==> src/rtl/pdp1_pkg.sv <==
// Shared PDP-1 skip-unit definitions: flag command encodings, skip-mask
// bit positions and field ranges (PDP bit numbering, bit 0 = MSB).
package pdp1_pkg;

  typedef enum logic [1:0] {
    FL_NOP = 2'b00,
    FL_CLR = 2'b01,
    FL_SET = 2'b10,
    FL_RSV = 2'b11
  } fl_cmd_e;

  localparam int SK_IO_NZ = 0;
  localparam int SK_IO_P  = 1;
  localparam int SK_OV    = 2;
  localparam int SK_AC_M  = 3;
  localparam int SK_AC_P  = 4;
  localparam int SK_AC_Z  = 5;

  localparam int SK_SW_HI = 6;
  localparam int SK_SW_LO = 8;
  localparam int SK_PF_HI = 9;
  localparam int SK_PF_LO = 11;

  localparam logic [2:0] SEL_ALL  = 3'd7;
  localparam logic [2:0] SEL_NONE = 3'd0;

  typedef enum logic {
    ST_IDLE   = 1'b0,
    ST_RESULT = 1'b1
  } skp_state_e;

endpackage

==> src/rtl/pdp1_flg_sel.sv <==
// Maps a 3-bit select and an N-bit flag/switch vector to the skip-group
// "condition not met" bit: 0 -> 0, 7 -> not all set, 1..N -> not bit, >N -> 0.
module pdp1_flg_sel
  import pdp1_pkg::*;
#(
  parameter int N = 6
) (
  input  logic [2:0] sel,
  input  logic [N:1] vec,
  output logic       nmet
);

  always_comb begin
    nmet = 1'b0;
    if (sel == SEL_ALL) begin
      nmet = ~(&vec);
    end else begin
      for (int i = 1; i <= N; i++) begin
        if (sel == 3'(i)) nmet = ~vec[i];
      end
    end
  end

endmodule

==> src/rtl/pdp1_skp_unit.sv <==
// Registered PDP-1 skip unit: program flags, sense-switch sync and one-cycle
// skip evaluation. Optional overflow-clear pulse under PDP1_SKP_OVCLR_EN.
module pdp1_skp_unit
  import pdp1_pkg::*;
#(
  parameter int NFLAGS   = 6,
  parameter int NSW      = 6,
  parameter int MODEL_1D = 0
) (
  input  logic              clk,
  input  logic              rst,
  input  logic              sk_req,
  input  logic [0:11]       sk_mask,
  input  logic              sk_i,
  input  logic [0:17]       sk_ac,
  input  logic [0:17]       sk_io,
  input  logic              sk_ov,
  input  logic [NSW:1]      sk_sw,
  input  logic [1:0]        fl_cmd,
  input  logic [2:0]        fl_n,
  output logic              sk_ack,
  output logic              sk_skp,
  output logic              sk_ovclr,
  output logic [NFLAGS:1]   sk_pf
);

  logic [NSW:1] sw_m;
  logic [NSW:1] sw_s;
  logic         pf_nmet;
  logic         sw_nmet;
  logic         io_nz_term;
  logic         skip_or;
  skp_state_e   state;

  always_ff @(posedge clk) begin
    if (rst) begin
      sk_pf <= '0;
    end else if (fl_cmd == FL_CLR || fl_cmd == FL_SET) begin
      if (fl_n == SEL_ALL) begin
        sk_pf <= {NFLAGS{fl_cmd == FL_SET}};
      end else begin
        for (int i = 1; i <= NFLAGS; i++) begin
          if (fl_n == 3'(i)) sk_pf[i] <= (fl_cmd == FL_SET);
        end
      end
    end
  end

  always_ff @(posedge clk) begin
    if (rst) begin
      sw_m <= '0;
      sw_s <= '0;
    end else begin
      sw_m <= sk_sw;
      sw_s <= sw_m;
    end
  end

  // Flag term sees the pre-edge register, so a same-cycle fl_cmd is not visible.
  pdp1_flg_sel #(.N(NFLAGS)) u_pf_sel (
    .sel  (sk_mask[SK_PF_HI:SK_PF_LO]),
    .vec  (sk_pf),
    .nmet (pf_nmet)
  );

  pdp1_flg_sel #(.N(NSW)) u_sw_sel (
    .sel  (sk_mask[SK_SW_HI:SK_SW_LO]),
    .vec  (sw_s),
    .nmet (sw_nmet)
  );

  assign io_nz_term = (MODEL_1D != 0) && sk_mask[SK_IO_NZ] && (sk_io[1:17] != '0);

  assign skip_or = (sk_mask[SK_IO_P] & ~sk_io[0])
                 | (sk_mask[SK_OV]   & ~sk_ov)
                 | (sk_mask[SK_AC_M] &  sk_ac[0])
                 | (sk_mask[SK_AC_P] & ~sk_ac[0])
                 | (sk_mask[SK_AC_Z] & (sk_ac == '0))
                 | pf_nmet
                 | sw_nmet
                 | io_nz_term;

  // RESULT lasts one cycle per request; back-to-back requests stay in RESULT.
  always_ff @(posedge clk) begin
    if (rst) begin
      state  <= ST_IDLE;
      sk_ack <= 1'b0;
      sk_skp <= 1'b0;
`ifdef PDP1_SKP_OVCLR_EN
      sk_ovclr <= 1'b0;
`endif
    end else begin
      case (state)
        ST_IDLE:   state <= sk_req ? ST_RESULT : ST_IDLE;
        ST_RESULT: state <= sk_req ? ST_RESULT : ST_IDLE;
        default:   state <= ST_IDLE;
      endcase
      sk_ack <= sk_req;
      sk_skp <= sk_req & (skip_or ^ sk_i);
`ifdef PDP1_SKP_OVCLR_EN
      sk_ovclr <= sk_req & sk_mask[SK_OV];
`endif
    end
  end

`ifndef PDP1_SKP_OVCLR_EN
  assign sk_ovclr = 1'b0;
`endif

endmodule

==> config.mk <==
export PLATFORM = sky130hd
export DESIGN_NAME = pdp1_skp_unit
export DESIGN_NICKNAME = d
export VERILOG_FILES = /design/src/rtl/pdp1_pkg.sv /design/src/rtl/pdp1_flg_sel.sv /design/src/rtl/pdp1_skp_unit.sv
export SDC_FILE = /design/constraint.sdc
export NUM_CORES = 1
export LEC_CHECK = 0
export CELL_PAD_IN_SITES_DETAIL_PLACEMENT = 2
export CELL_PAD_IN_SITES_GLOBAL_PLACEMENT = 2
export CORE_UTILIZATION = 17
export CTS_CLUSTER_DIAMETER = 120
export CTS_CLUSTER_SIZE = 10
export DETAILED_ROUTE_END_ITERATION = 8
export PLACE_DENSITY = 0.84
export RECOVER_POWER = 100
export SYNTH_ARGS = -nofsm -noshare
export SYNTH_HDL_FRONTEND = slang
export SYNTH_HIERARCHICAL = 1
export SYNTH_SLANG_ARGS = --single-unit
export TNS_END_PERCENT = 50
==> constraint.sdc <==
create_clock -name clk -period 2.01 [get_ports clk]
set_input_delay 0.402 -clock clk [delete_from_list [all_inputs] [get_ports clk]]
set_output_delay 0.402 -clock clk [all_outputs]
set_load 0.005 [all_outputs]
==> flow_summary.yaml <==
outcome:
  status: "finished clean"
setup_path:
  critPathMaxStageDelay_ns: 0.53
  slowest_stage: "clkdlybuf4s50_1"
  worstPathRequired_ns: 2.15
  crit_type: "in -> reg"
  startpoint_type: "input port"
  cp.arrival_ns: 2.00
  path_cells: "clkdlybuf4s50_1, or2_2, a21oi_1, o31ai_1, nand3_1, a2111oi_4, a21bo_1, o211ai_1"
  cp_max_fo: 4
  endpoint_kind: "register"
finish:
  stdcell_count: 241
  nets: 235
  n_fill_cell: 628
  layout_common_cells: "clkdlybuf4s50_1 (40), dfxtp_1 (20), nand2_1 (15)"
  syn_to_final_growth_pct: 73.0
  register_area_um2: 400
  multi_input_area_um2: 532
  final_common_cell: "clkdlybuf4s50_1"
  layout-drive-gt1-share: 0.0769
  insertedDiodeCount: 0
global_routing:
  grtUsageTotal: 0.103
  grt_pass1_wl_um: 4870
  antenna_found_initial: 0
  grt_max_degree: 19
  grt_pass1_vias: 1071
  grt_overflow: 0
cts:
  htreeDepth: 1
  cts_resized: 0
  clockBufferDepth: 2
  cts.sinks: 20
  cts_inserted_buffers: 3
  clk_pin_slew_ns: 0.08
  clock_latency_ns: 0.25
  clock-root-buffer: "clkbuf_8"
  cts_hold_buf: 0
  cts_tree: "built"
  post-cts-setup-buffers: 0
floorplan:
  ioPinCount: 73
  rows: 27
  core_um2: 5510
  die_h_um: 77.7
  die_w_um: 77.7
  initial_core_util: 0.177
  die-area_um2: 6030
drt:
  drt_wl_total_um: 2980
  avgViaCountPerCell: 4.19
  wire_per_inst_um: 12.3
  first_iter_violations: 16
  dr.pass1.iters: 2
  final_antenna_net_count: 0
  vias: 1010
  route.detailed.drc: 0
yosys:
  synth_area_per_cell_um2: 8.85
  syn_nets: 175
  async_flop_share: 0
  syn_inst: 110
  synth_edf_count: 0
  synth-seq-area-share: 0.411
  syn_area_um2: 973
  ys_types: 30
  synthFlopType: "dfxtp_1"
  ys_seq_elements: 20
  ys_warn_count: 6
power_and_ir_drop:
  pwr-share-clk: 0.395
  p_per_area_nw_per_um2: 600
  internal-power_mw: 0.801
  p_leak_nw: 0.691
  peakVddDrop_mv: 0.249
  comb_power_share: 0.190
  power_frac_seq: 0.414
  p_sw_mw: 0.209
  switching_share: 0.207
sta:
  period_needed_ns: 1.87
  finalCritPeriodShare: 0.930
  drv_slew: 0
  max_slew_margin: 0.543
  fmax_mhz: 535
  fin_skew_ns: 0.00175
  hold_viol_final: 0
  tightest_slew_ns: 0.685
  setup_viol: 0
  grt_setup_unrepaired: "no"
  fin_setup_tns_ns: 0
job:
  max_cap_viol_count: 0
placed_design:
  dp_cells: 237
  dpl.hpwl_um: 2540
  port_buffers: 53
  place.gp.congestion: 0.729
min_path:
  worstHoldPathType: "reg -> reg"
[metal layers]
| layer | track usage | vias up | wire (um) |
|---|---|---|---|
| met2 | 0.203 | 35 | 1590 |
| met5 | 0 | - | 0 |
| met4 | 0.0283 | 0 | 16 |
| met3 | 0.0224 | 2 | 212 |
| li1 | - | 496 | - |
| met1 | 0.108 | 477 | 1160 |
[final timing paths]
path | to | from | cells after the start | slack [ns]
worst max-delay path | sk_skp$_SDFF_PP0_ | sk_mask[8] | 8 | 0.14
worst min-delay path | sw_s[3]$_SDFF_PP0_ | sw_m[3]$_SDFF_PP0_ | 1 | 0.44
worst max register to register | sk_skp$_SDFF_PP0_ | sk_pf[6]$_SDFFE_PP0P_ | 6 | 0.47
worst min register to register | sw_s[3]$_SDFF_PP0_ | sw_m[3]$_SDFF_PP0_ | 1 | 0.44
[power by group through the flow]
stage                     clock, mW  sequential, mW  combinational (mW)
after floorplan                   0           0.426              0.0697
after global placement            0           0.428               0.195
after detailed placement          0           0.429               0.201
after CTS                     0.413           0.419               0.202
after global routing          0.432           0.421               0.211
final                         0.399           0.419               0.192
[synth_stat cells (2+ instances only)]
| master | count | share of area |
|---|---|---|
| inv_1 | 6 | 0.023 |
| nor2b_1 | 6 | 0.039 |
| nor4_2 | 2 | 0.026 |
| mux2i_1 | 2 | 0.021 |
| nor2_1 | 3 | 0.012 |
| o211ai_1 | 4 | 0.031 |
| or2_2 | 2 | 0.013 |
| o31ai_1 | 2 | 0.015 |
| and2b_1 | 9 | 0.069 |
| nand3_1 | 9 | 0.046 |
| nand2_1 | 15 | 0.058 |
| or4b_1 | 2 | 0.021 |
| o22ai_1 | 2 | 0.013 |
| xnor2_1 | 3 | 0.027 |
| dfxtp_1 | 20 | 0.41 |
| a21oi_1 | 9 | 0.046 |
[stage by stage]
step,utilization,area (um2),hold WS [ns],power (mW),setup WS (ns)
floorplan,-,973,0.411,0.496,0.498
global placement,0.293,1620,0.414,0.622,-0.238
detailed placement,0.293,1620,0.427,0.630,-0.247
CTS,0.306,1690,0.451,1.04,0.0203
global route,0.306,1680,0.467,1.06,0.0389
finish,0.306,1680,0.443,1.01,0.141
[cell families (layout without fill, tap and decap cells)]
group / Yosys count / count (layout) / share of synthesized area
DFF: 20 / 20 / 0.411
AOI/OAI and AO/OA: 19 / 19 / 0.144
other: 1 / 1 / 0.00385
adders and majority gates: 1 / 1 / 0.0129
buffers and inverters: 9 / 68 / 0.0398
xor gates and xnor gates: 3 / 3 / 0.0270
muxes: 2 / 2 / 0.0206
and+or+nand+nor: 55 / 55 / 0.341
[state kept, by name (all words and copies together) (netlist names)]
register,cells
sw_s,6
sk_ack,1
sk_skp,1
sk_pf,6
sw_m,6
[critical path: cells and delay by family]
kind | cells | cell delay, ns
AO/OA/AOI/OAI | 5 | 0.78
buffers and inverters | 1 | 0.53
AND/OR/NAND/NOR | 2 | 0.29
[layout make-up]
| type | instances | area share |
|---|---|---|
| clock inverters | 1 | 0.0178 |
| well taps | 72 | 0.0535 |
| clock buffers | 3 | 0.0245 |
| repair buffers | 58 | 0.337 |
| flip-flops and latches | 20 | 0.238 |
| inverters | 6 | 0.0134 |
| multi-input cells | 81 | 0.316 |
No activity file was read; power rests on OpenSTA's default activity.
